[config.mk]
export PLATFORM = sky130hd
export DESIGN_NAME = gnr_attractor_ctrl
export DESIGN_NICKNAME = d
export VERILOG_FILES = /design/src/rtl/gnr_pkg.sv /design/src/rtl/gnr_state_cmp.sv /design/src/rtl/gnr_attractor_ctrl.sv
export SDC_FILE = /design/constraint.sdc
export NUM_CORES = 1
export LEC_CHECK = 0
export ABC_AREA = 1
export BUFFER_PORTS_ARGS = -buffer_cell sky130_fd_sc_hd__buf_2
export CAP_MARGIN = 20
export CELL_PAD_IN_SITES_DETAIL_PLACEMENT = 1
export CELL_PAD_IN_SITES_GLOBAL_PLACEMENT = 2
export CORE_AREA = 2 2 325 327
export CTS_CLUSTER_SIZE = 25
export DETAILED_ROUTE_END_ITERATION = 8
export DIE_AREA = 0 0 327 329
export PLACE_DENSITY_LB_ADDON = 0.1
export SYNTH_ARGS = -nofsm -noshare
export SYNTH_HDL_FRONTEND = slang
export SYNTH_SLANG_ARGS = --single-unit
[constraint.sdc]
create_clock -name clk -period 2.6 [get_ports clk]
set_clock_uncertainty 0.1 [all_clocks]
set_input_delay 0.52 -clock clk [delete_from_list [all_inputs] [get_ports clk]]
set_output_delay 0.52 -clock clk [all_outputs]
set_load 0.005 [all_outputs]
[src/rtl/gnr_pkg.sv]
// rtl/gnr_pkg.sv - shared constants and controller state encoding for the gene-network attractor controller
package gnr_pkg;

  localparam int NUM_NODES = 188;
  localparam int CNT_W     = 32;

  typedef enum logic [3:0] {
    IDLE    = 4'd0,
    LOAD    = 4'd1,
    P1_A    = 4'd2,
    P1_B    = 4'd3,
    P1_CMP  = 4'd4,
    P2_STEP = 4'd5,
    P2_CMP  = 4'd6,
    RELOAD  = 4'd7,
    P3_ADV  = 4'd8,
    P3_A    = 4'd9,
    P3_B    = 4'd10,
    P3_CMP  = 4'd11,
    DONE    = 4'd12
  } ctrl_state_t;

endpackage

[src/rtl/gnr_state_cmp.sv]
// rtl/gnr_state_cmp.sv - combinational equality reducer for two network state vectors
module gnr_state_cmp #(
  parameter int W = gnr_pkg::NUM_NODES
) (
  input  logic [W-1:0] i_a,
  input  logic [W-1:0] i_b,
  output logic         o_eq
);

  assign o_eq = ~|(i_a ^ i_b);

endmodule

[src/rtl/gnr_attractor_ctrl.sv]
// rtl/gnr_attractor_ctrl.sv - Floyd cycle-detection run controller for a dual-copy boolean network
module gnr_attractor_ctrl #(
  parameter int NUM_NODES = gnr_pkg::NUM_NODES,
  parameter int CNT_W     = gnr_pkg::CNT_W,
  parameter int MAX_STEPS = 2**20
) (
  input  logic                 clk,
  input  logic                 rst,
  input  logic                 in_valid,
  output logic                 in_ready,
  input  logic [NUM_NODES-1:0] in_state,
  output logic                 reset_nos,
  output logic [NUM_NODES-1:0] init_state,
  output logic                 start_s0,
  output logic                 start_s1,
  input  logic [NUM_NODES-1:0] state_s0,
  input  logic [NUM_NODES-1:0] state_s1,
  output logic                 out_valid,
  input  logic                 out_ready,
  output logic [CNT_W-1:0]     mu,
  output logic [CNT_W-1:0]     lambda,
  output logic                 timeout
);
  import gnr_pkg::*;

  localparam logic [CNT_W-1:0] MAX_CNT = CNT_W'(MAX_STEPS);
  localparam logic [CNT_W-1:0] ONE     = CNT_W'(1);

  ctrl_state_t      r_state;
  ctrl_state_t      w_state_nxt;
  logic [CNT_W-1:0] r_tcnt;
  logic [CNT_W-1:0] r_lcnt;
  logic [CNT_W-1:0] r_acnt;
  logic [CNT_W-1:0] r_mcnt;
  logic [CNT_W-1:0] w_tcnt_inc;
  logic             r_pass;
  logic             w_eq;
  logic             w_match;

  function automatic logic [CNT_W-1:0] sat_inc(input logic [CNT_W-1:0] v);
    return (&v) ? v : v + ONE;
  endfunction

  gnr_state_cmp #(.W(NUM_NODES)) u_cmp (
    .i_a  (state_s0),
    .i_b  (state_s1),
    .o_eq (w_eq)
  );

  // A compare is only meaningful when the mirrored pass flag says s0 finished a whole step.
  assign w_match    = w_eq & r_pass;
  assign w_tcnt_inc = sat_inc(r_tcnt);
  assign in_ready   = (r_state == IDLE) && rst;
  assign out_valid  = (r_state == DONE);

  always_ff @(posedge clk) begin
    if (!rst) r_state <= IDLE;
    else      r_state <= w_state_nxt;
  end

  always_comb begin
    w_state_nxt = r_state;
    reset_nos   = 1'b0;
    start_s0    = 1'b0;
    start_s1    = 1'b0;
    case (r_state)
      IDLE:    if (in_valid) w_state_nxt = LOAD;
      LOAD:    begin reset_nos = 1'b1; w_state_nxt = P1_A; end
      P1_A:    begin start_s0 = 1'b1; start_s1 = 1'b1; w_state_nxt = P1_B; end
      P1_B:    begin start_s0 = 1'b1; start_s1 = 1'b1; w_state_nxt = P1_CMP; end
      P1_CMP: begin
        if (w_match)                     w_state_nxt = P2_STEP;
        else if (w_tcnt_inc == MAX_CNT)  w_state_nxt = DONE;
        else                             w_state_nxt = P1_A;
      end
      P2_STEP: begin start_s1 = 1'b1; w_state_nxt = P2_CMP; end
      P2_CMP:  w_state_nxt = w_match ? RELOAD : P2_STEP;
      RELOAD:  begin reset_nos = 1'b1; w_state_nxt = P3_ADV; end
      P3_ADV: begin
        start_s1 = 1'b1;
        if (r_acnt <= ONE) w_state_nxt = P3_CMP;
      end
      P3_CMP:  w_state_nxt = w_match ? DONE : P3_A;
      P3_A:    begin start_s0 = 1'b1; start_s1 = 1'b1; w_state_nxt = P3_B; end
      P3_B:    begin start_s0 = 1'b1; w_state_nxt = P3_CMP; end
      DONE:    if (out_ready) w_state_nxt = IDLE;
      default: w_state_nxt = IDLE;
    endcase
  end

  always_ff @(posedge clk) begin
    if (!rst) begin
      r_tcnt     <= '0;
      r_lcnt     <= '0;
      r_acnt     <= '0;
      r_mcnt     <= '0;
      r_pass     <= 1'b1;
      init_state <= '0;
      mu         <= '0;
      lambda     <= '0;
      timeout    <= 1'b0;
    end else begin
      if (reset_nos)     r_pass <= 1'b1;
      else if (start_s0) r_pass <= ~r_pass;
      case (r_state)
        IDLE: if (in_valid) init_state <= in_state;
        LOAD: begin
          r_tcnt  <= '0;
          r_lcnt  <= '0;
          r_acnt  <= '0;
          r_mcnt  <= '0;
          mu      <= '0;
          lambda  <= '0;
          timeout <= 1'b0;
        end
        P1_CMP: begin
          r_tcnt <= w_tcnt_inc;
          if (!w_match && (w_tcnt_inc == MAX_CNT)) timeout <= 1'b1;
        end
        P2_STEP: r_lcnt <= sat_inc(r_lcnt);
        P2_CMP:  if (w_match) lambda <= r_lcnt;
        RELOAD:  r_acnt <= lambda;
        P3_ADV:  if (r_acnt != '0) r_acnt <= r_acnt - ONE;
        P3_B:    r_mcnt <= sat_inc(r_mcnt);
        P3_CMP:  if (w_match) mu <= r_mcnt;
        default: ;
      endcase
    end
  end

endmodule

; Word level (Yosys, flattened, before mapping)
; Cells that the tools add are included.
[classes]
n_addsub = 4
n_lt_le_gt_ge = 1
eq_ne = 22
mux = 25
bitwise = 4
n_reduce_logical = 28
[ops]
columns = op, count
row1 = $pmux 32 s2, 5
row2 = $mux 32, 6
row3 = $reduce_or 188->1, 1
row4 = $xor 188x188->188, 1
row5 = $add 32x1->32 const B, 3
row6 = $pmux 32 s3, 1
row7 = $reduce_and 32->1, 3
row8 = $pmux 4 s13, 1
row9 = $eq 32x21->1 const B, 1
row10 = $le 32x1->1 const B, 1
row11 = $reduce_bool 32->1, 1
row12 = $sub 32x1->32 const B, 1
row13 = $eq 4x4->1 const B, 5
row14 = $mux 4, 5
row15 = $eq 4x3->1 const B, 4
row16 = $ne 2x2->1 const B, 8
row17 = $reduce_and 2->1, 7
row18 = $reduce_bool 2->1, 5
row19 = $eq 4x2->1 const B, 2
row20 = $reduce_or 5->1, 1
row21 = $eq 4x1->1 const B, 1
row22 = $logic_not 4->1, 1
row23 = $mux 1, 4
row24 = $reduce_or 2->1, 2
row25 = other kinds (11), 14
[word_totals]
register_bits = 386
in_bits = 568
out_inout_bits = 258
word_cells = 94

; Longest topological paths before layout
; Gate-level depths: netlist of run 1.
[logic_depth]
ltp_word = 8
depth_mapped = 19
ltp_nobuf = 17

; By module
; From an unflattened synthesis of run 1, not the netlist that was laid out.
[hier_totals]
hier_cells = 2875
area_unflattened_um2 = 19897.8
[modules_own_cells]
columns = module, n_inst, cells_per_inst, area_per_inst_um2, seq_area_each_um2
row1 = gnr_attractor_ctrl, 1, 2427, 17359.1, 7727.4
row2 = gnr_state_cmp, 1, 448, 2538.7, 0.0

; Least setup slack after synthesis of run 1
; No wires, ideal clock.
[synth_path]
path_kind = flip-flop to flip-flop
start = register r_tcnt[0]
end = register r_state[3]
setup_time_ps = 67
t_arrival_ps = 2028
required_time_ps = 2433
slack_ps = 404
path_stages_with_launch = 16
n_path_buf = 1
synth_period_minus_slack_ps = 2196
path_cell_list = dfxtp_1 > ha_1 > buf_2 > inv_1 > nor2_4 > nand2_4 > nor2_8 > nand2_4 > xor2_1 > nor2_2 > nand3_2 > nor2_4 > nand3_2 > nand2_1 > nand2_1 > a21oi_2
[synth_between]
elab_chain_cells = 6
elab_cells_between_ends = 7
cone_classes = add/sub: 1 / eq/ne: 1 / mux: 4 / reduce/logical: 1
[synth_lines]
columns = item, line
row1 = start: declaration, gnr_attractor_ctrl.sv:31  ; logic [CNT_W-1:0] r_tcnt;
row2 = start signal: assignment, gnr_attractor_ctrl.sv:117  ; r_tcnt <= w_tcnt_inc;
row3 = $add 32x1->32 / $reduce_and 32->1 (equally long branches), gnr_attractor_ctrl.sv:41  ; return (&v) ? v : v + ONE;
row4 = $mux 32 *, gnr_attractor_ctrl.sv:41
row5 = $eq 32x21->1 *, gnr_attractor_ctrl.sv:73  ; else if (w_tcnt_inc == MAX_CNT) w_state_nxt = DONE;
row6 = $mux 4 *, gnr_attractor_ctrl.sv:73
row7 = $mux 4 *, gnr_attractor_ctrl.sv:72  ; if (w_match) w_state_nxt = P2_STEP;
row8 = $pmux 4 s13 *, gnr_attractor_ctrl.sv:66  ; case (r_state)
row9 = end signal: assignment, gnr_attractor_ctrl.sv:58  ; else r_state <= w_state_nxt;
row10 = end: declaration, gnr_attractor_ctrl.sv:29  ; ctrl_state_t r_state;
; Mark *: on every way between the ends. The rest lies on a longest branch, timed or not.
; A chain may end at the register's enable or synchronous reset.

; Final worst setup path of run 1
[layout_path]
start = register r_state[0]
end = output port in_ready
[layout_between]
elab_chain_cells = 2
[layout_lines]
columns = item, line
row1 = $logic_not 4->1, gnr_attractor_ctrl.sv:53  ; assign in_ready = (r_state == IDLE) && rst;
row2 = $logic_and 1x1->1, gnr_attractor_ctrl.sv:53
row3 = end: declaration, gnr_attractor_ctrl.sv:10  ; output logic in_ready,
; No other way between the ends.

==> key figures, run 1 <==
Timing
  – WHS: around 0.077 ns
  – Crit path time final: 2.46 ns
  – Setup TNS: 0 ns
  – Period utilization: 0.947
  – Final hold viol count: 0
  – Slew Limit Headroom: 0.491
  – RSZ-0062 raised after global routing: yes
  – Fmax: a little over 400 MHz
  – Slew Limit Fails: 0
  – Slew @ Worst Pin: 0.755 ns
  – Final Setup Violations: 0

Synthesis
  – Unique masters post-synth: 45
  – Most numerous cell in the Yosys netlist: nand2_1
  – Post-Syn Instances: 3160
  – Synthesized Nets: 3733
  – Synth top area cells: dfxtp_1 (38%), nand2_1 (11%), o21ai_0 (9.7%)
  – Yosys top cell area share: 0.378
  – Synth Register Bits: 386
  – Post-synth top cells: nand2_1 (597), inv_1 (489), o21ai_0 (395)
  – Number of flops mapped to enable cells by yosys: 0
  – Async S/R FF share, synth: 0
  – Synth warn: 0
  – Largest area contributor in the netlist: dfxtp_1
  – Cell Area, Synth: 20400 um2
  – Mapped Avg Cell Area: 6.47 um2
  – Seq/Total Area, Yosys: 0.378
  – Primary FF master, synth: dfxtp_1

Floorplanning
  – Die Wd: 327 um
  – Die area: ~110000 um2
  – Core ar.: about 100000 um2
  – Die Height: ~330 um
  – Cell Rows: 119
  – IO Count: 826
  – Initial Util: 0.196

Drt
  – DRC Markers: 0
  – DR iter-0 viols: 1517
  – First-pass iteration count of the detailed router: 5
  – Detailed Route WL: 129000 um
  – Vias per cell: 4.40
  – Vias: between 20k and 25k
  – Per-cell routed wire length: about 23 um
  – Routed Antenna Nets: 0

Pwr
  – Switching part of the total: 0.319
  – Worst VDD drop: ~0.46 mV
  – Comb power frac: 0.220
  – Reg power frac: 0.376
  – Static Leak: 13.5 nW
  – Internal power: 12.5 mW
  – Clock Power Share: 0.404
  – Pwr Total: 18.3 mW
  – P_sw: 5.84 mW
  – Pwr/cell area: 636 nW/um2

Critical path
  – Slowest CP cell: dfxtp_2
  – Critical Path RT: a little under 2 ns
  – Worst r2r dst: r_lcnt[28]
  – Crit path to: in_ready
  – R2R Path Start: r_lcnt[0]
  – CP Cell Sequence: nor2_2, inv_1, buf_4, nor3_1, buf_2
  – CP Capture Type: primary output
  – Critical Path AT: 1.84 ns
  – Kind of critical path: reg -> out
  – Crit path max fanout: 5
  – R2R cell count: 14
  – CP Launch Type: flip-flop
  – FF-to-FF setup slack: around 0.19 ns
  – Worst Setup SP: r_state[0]
  – Max incr delay on CP: 0.35 ns

Clocking
  – Hold-fix buffers, CTS: 0
  – Sink Count: between 300 and 400
  – CTS clk-pin slew, worst paths: 0.06 ns
  – CTS tree: done
  – Clk Latency, worst-skew pair: roughly 0.62 ns
  – CTS HTree Levels: 2
  – Clk buf depth: 3
  – Root buffer cell: clkbuf_16
  – Cts bufs inserted: 52

Global route
  – GRT Total Usage: 0.231
  – Initial antenna violation count: 66
  – Vias in the first global route: roughly 24k
  – Largest net degree at the start of global routing: 115
  – GRT overflow: 0
  – First-pass GRT wire length: about 180000 um

Placement
  – IO buf count: 825
  – Inst Count DP: 5381
  – Detailed Place HPWL: 108000 um
  – Routability Congestion: around 1.0
  – Placed Area: 27000 um2

Cells and area
  – Layout cells sized above 1: 0.282
  – Finished Layout Cells: 5494
  – Final instance area: 28800 um2
  – Nets: 4618
  – Synthesis-to-finish area growth: 41.0%

Hold path
  – Hold Path Class: in -> reg

Run status
  – Status: finished, final reports clean

Run
  – Max-Cap Viols: 0
-- placed cells by master, fill, tap and decap left out, types with 10 or more instances in the layout --
| cell | count |
|---|---|
| nor2_4 | 13 |
| dfxtp_2 | 10 |
| nand2_1 | 596 |
| clkbuf_16 | 54 |
| inv_1 | 488 |
| buf_4 | 121 |
| nand4_1 | 45 |
| nand2_2 | 10 |
| buf_12 | 12 |
| a211oi_1 | 16 |
| diode_2 | 20 |
| xor2_1 | 41 |
| nand3b_1 | 12 |
| clkbuf_1 | 14 |
| o21ai_0 | 395 |
| xnor2_1 | 40 |
| nor2_2 | 20 |
| nor4_1 | 14 |
| inv_2 | 12 |
| buf_2 | 824 |
| nand3_1 | 66 |
| nor3_1 | 42 |
| nor2_1 | 364 |
| or2_2 | 29 |
| dfxtp_1 | 376 |
| a21oi_1 | 371 |
-- final cells by class --
class                           instances  area, um2
Inverter                              504       1890
Clock inverter                         15        195
Fill cell                           13200      75600
Sequential cell                       386       7740
Clock buffer                           77       1530
Antenna cell                           20       50.0
Multi-Input combinational cell       2143      10400
Timing Repair Buffer                  958       5280
Tap cell                             1391       1740
-- cells by family after synthesis --
logic type / after synthesis / synth area share
buffers and inverters: 631 / 0.118
DFF: 386 / 0.378
and+or+nand+nor: 1232 / 0.258
adders and majority gates: 5 / 0.00306
xor gates and xnor gates: 81 / 0.0347
AOI/OAI and AO/OA: 825 / 0.208
-- how the worst min path moves through the flow --
stage | from | to | slack, ns | cells after the start
after floorplan | r_mcnt[4] | r_mcnt[4] | 0.33 | 2
after global placement | init_state[185] | init_state[185] | 0.33 | 2
after detailed placement | init_state[102] | init_state[102] | 0.33 | 2
after CTS | in_state[28] | init_state[28] | 0.02 | 3
after global routing | in_state[88] | init_state[88] | 0.06 | 3
final | in_state[26] | init_state[26] | 0.08 | 3
-- metal layers --
| layer | part of all wire | global-route usage | vias to the layer above |
|---|---|---|---|
| met1 | 0.47 | 0.326 | 11300 |
| met3 | 0.083 | 0.0600 | 167 |
| met5 | 0.0011 | 0 | - |
| met4 | 0.019 | 0.0505 | 22 |
| met2 | 0.43 | 0.352 | 751 |
| li1 | - | - | 11900 |
-- state kept, by name, summed over array words and instances (netlist names) --
signal	count
init_state	188
lambda	32
mu	32
r_acnt	32
r_lcnt	32
r_mcnt	32
r_tcnt	32
r_state	4
r_pass	1
timeout	1
-- worst max-delay path: cells and delay by family (launching register included) --
family / cells / cell delay, ns
buffers and inverters: 3 / 0.45
and+or+nand+nor: 2 / 0.41
DFF: 1 / 0.35
-- power by group through the flow --
| stage | combinational (mW) | clock [mW] | sequential (mW) |
|---|---|---|---|
| 6_report | 4.03 | 7.41 | 6.89 |
| 3_3_place_gp | 4.03 | 0 | 7.01 |
| 3_5_place_dp | 4.05 | 0 | 7.02 |
| 5_1_grt | 4.50 | 7.95 | 6.97 |
| 4_1_cts | 4.07 | 7.76 | 6.89 |
| 2_1_floorplan | 1.79 | 0 | 6.99 |
-- per-stage QoR --
stage / utilization / setup WS (ns)
2_1_floorplan: - / 0.404
3_3_place_gp: 0.258 / -0.376
3_5_place_dp: 0.258 / -0.417
4_1_cts: 0.275 / 0.00749
5_1_grt: 0.276 / -0.0197
6_report: 0.276 / 0.139
-- what timing repair did --
item	4_1_cts	5_1_grt
pin swaps	0	3
hold endpoints to repair	0	0
resized for setup	2	23
buffers inserted	0	1
setup endpoints to repair	2	20
Note: power is estimated with default switching activity, not from simulation.
==> run 2: changes to the inputs <==
Settings changed: PLACE_DENSITY set to 0.64, PLACE_DENSITY_LB_ADDON 0.1 to not set.
==> run 2 against run 1 <==
Combinational power decreased by 6.2%. Worst setup slack got worse by 0.069 ns. Core utilization decreased by 0.23 points. Maximum frequency decreased by 2.7%. Count of clock-buffer cells in the layout decreased by 9. Total power decreased by 2.7%. Global-route usage decreased by 4.4 points. Flip-flop and latch count unchanged. Non-clock buffer count decreased by 23. Register-to-register slack improved by 0.06 ns. Cell count decreased by 0.69%. Worst hold slack improved by 0.038 ns. Critical path type unchanged. Critical endpoint is now start_s1. Largest cell class unchanged.
==> key figures, run 2 (synthesis gave the netlist of run 1 again) <==
Global route
  – Largest net degree at the start of global routing: 111
  – Met1 GRT Util: 0.253
  – Global route hottest layer: met2
  – GRT overflow: 0
  – First-pass GRT wire length: 154000 um
  – Met2 usage: 0.314
  – Initial antenna violation count: 31
  – GR Util met3: 0.0352
  – Vias in the first global route: 23.4k
  – GRT Total Usage: 0.188

Hold path
  – Hold Path Class: in -> reg
  – WHS Endpoint: init_state[6]
  – Hold path startpoint: in_state[6]
  – Worst Hold Path Cells: 3

Critical path
  – Max incr delay on CP: 0.38 ns
  – FF-to-FF setup slack: 0.25 ns
  – Delay-heaviest family, CP: flip-flops
  – CP Cell Sequence: inv_2, nor2_2, inv_1, o211ai_1, buf_2
  – R2R cell count: 13
  – Slowest CP cell: dfxtp_2
  – CP Launch Type: flip-flop
  – Critical Path RT: between 1.5 and 2 ns
  – Crit path max fanout: 4
  – Crit path buf inv count: 3
  – Critical Path AT: ~1.9 ns
  – R2R Path Start: r_lcnt[0]
  – Kind of critical path: reg -> out
  – Worst r2r dst: r_lcnt[21]
  – CP Capture Type: primary output

Cells and area
  – Nets: around 4.6k
  – Final Core Density: 0.274
  – Finished Layout Cells: 5456
  – Most common cell after layout, fill and taps aside: buf_2
  – Synthesis-to-finish area growth: 39.8%
  – Layout cells sized above 1: 0.279
  – Most frequent cells in the layout: buf_2 (824), nand2_1 (596), inv_1 (488)
  – Max reg flops: 188
  – Final instance area: 28600 um2
  – Top reg by flops: init_state

Placement
  – Routability Congestion: 0.870
  – IO buf count: 825
  – Detailed Place HPWL: 86600 um
  – Inst Count DP: 5358
  – Placed Area: 26800 um2

Clocking
  – Root buffer cell: clkbuf_16
  – Sink Count: 386
  – CTS HTree Levels: 2
  – Cts bufs inserted: between 40 and 50
  – CTS tree: done
  – Clk buf depth: 3
  – Clk Latency, worst-skew pair: approximately 0.60 ns
  – Hold-fix buffers, CTS: 0
  – CTS clk-pin slew, worst paths: 0.06 ns

Floorplanning
  – Die Wd: 327 um
  – Core ar.: 104000 um2
  – Die Height: 329 um
  – IO Count: 826
  – Die area: 108000 um2
  – Cell Rows: 119
  – Initial Util: 0.196

Timing
  – Slew @ Worst Pin: 0.882 ns
  – Fmax: 395 MHz
  – RSZ-0062 raised after global routing: no
  – Slew Limit Fails: 0
  – Crit path time final: 2.53 ns
  – Period utilization: 0.973
  – Slew Limit Headroom: 0.412
  – Final Setup Violations: 0
  – Final hold viol count: 0

Drt
  – Vias per cell: 4.27
  – First-pass iteration count of the detailed router: 4
  – Per-cell routed wire length: 19.2 um
  – Vias: 23.3k
  – Detailed Route WL: 105000 um
  – Routed Antenna Nets: 0
  – DRC Markers: 0
  – DR iter-0 viols: ~1.2k

Run
  – Max-Cap Viols: 0

Pwr
  – Static Leak: 13.4 nW
  – Worst VDD drop: 0.409 mV
  – Pwr/cell area: approximately 620 nW/um2

Run status
  – Status: finished, final reports clean
==> run 2: layer usage <==
| metal | vias to the layer above | part of all wire |
|---|---|---|
| li1 | 11800 | - |
| met1 | 10900 | 0.47 |
| met2 | 459 | 0.47 |
| met3 | 107 | 0.048 |
| met4 | 8 | 0.013 |
| met5 | - | 0.00045 |
==> run 2: layout make-up <==
type	instances	area (um2)
flip-flops and latches	386	7740
diodes	8	20.0
repair buffers	935	5140
clock buffers	68	1410
inverters	504	1890
fillers	13300	75800
clock inverters	21	249
multi-input cells	2143	10400
well taps	1391	1740
==> run 2: timing repair <==
item,CTS,global route
setup buffers,0,1
gates cloned,0,0
pin swaps,1,2
resized for setup,3,26
endpoints found under the setup margin,4,41
==> run 2: how the worst max path moves through the flow <==
| stage | from | end | slack (ns) | cells past startpoint |
|---|---|---|---|---|
| after floorplan | r_tcnt[0] | r_state[3] | 0.40 | 15 |
| after global placement | state_s0[4] | lambda[25] | -0.38 | 18 |
| after detailed placement | state_s0[4] | lambda[16] | -0.39 | 18 |
| after CTS | r_state[0] | start_s1 | 0.009 | 6 |
| after global routing | r_lcnt[0] | r_lcnt[28] | 0.002 | 14 |
| final | r_state[3] | start_s1 | 0.07 | 5 |
==> run 2: tightest hold or removal path: stages <==
cell and delay, ns:
buf_2 0.07, o21ai_0 0.07, a21oi_1 0.10
==> run 2: where the power goes <==
part	switching, mW	internal (mW)	total [mW]	leakage [nW]
Combinational	2.24	1.54	3.78	9.37
Sequential	0.391	6.51	6.90	3.17
Clock	2.89	4.27	7.16	0.816
Total	5.52	12.3	17.8	13.4
==> run 2: stage by stage <==
| step | total power, mW | worst slack, ns | setup TNS [ns] | hold WS [ns] |
|---|---|---|---|---|
| 2_1_floorplan | 8.78 | 0.404 | 0 | 0.334 |
| 3_3_place_gp | 10.8 | -0.382 | -22.09 | 0.328 |
| 3_5_place_dp | 10.9 | -0.389 | -23.13 | 0.332 |
| 4_1_cts | 18.2 | 0.00946 | 0 | 0.0602 |
| 5_1_grt | 19.0 | 0.00168 | 0 | 0.0967 |
| 6_report | 17.8 | 0.0695 | 0 | 0.115 |
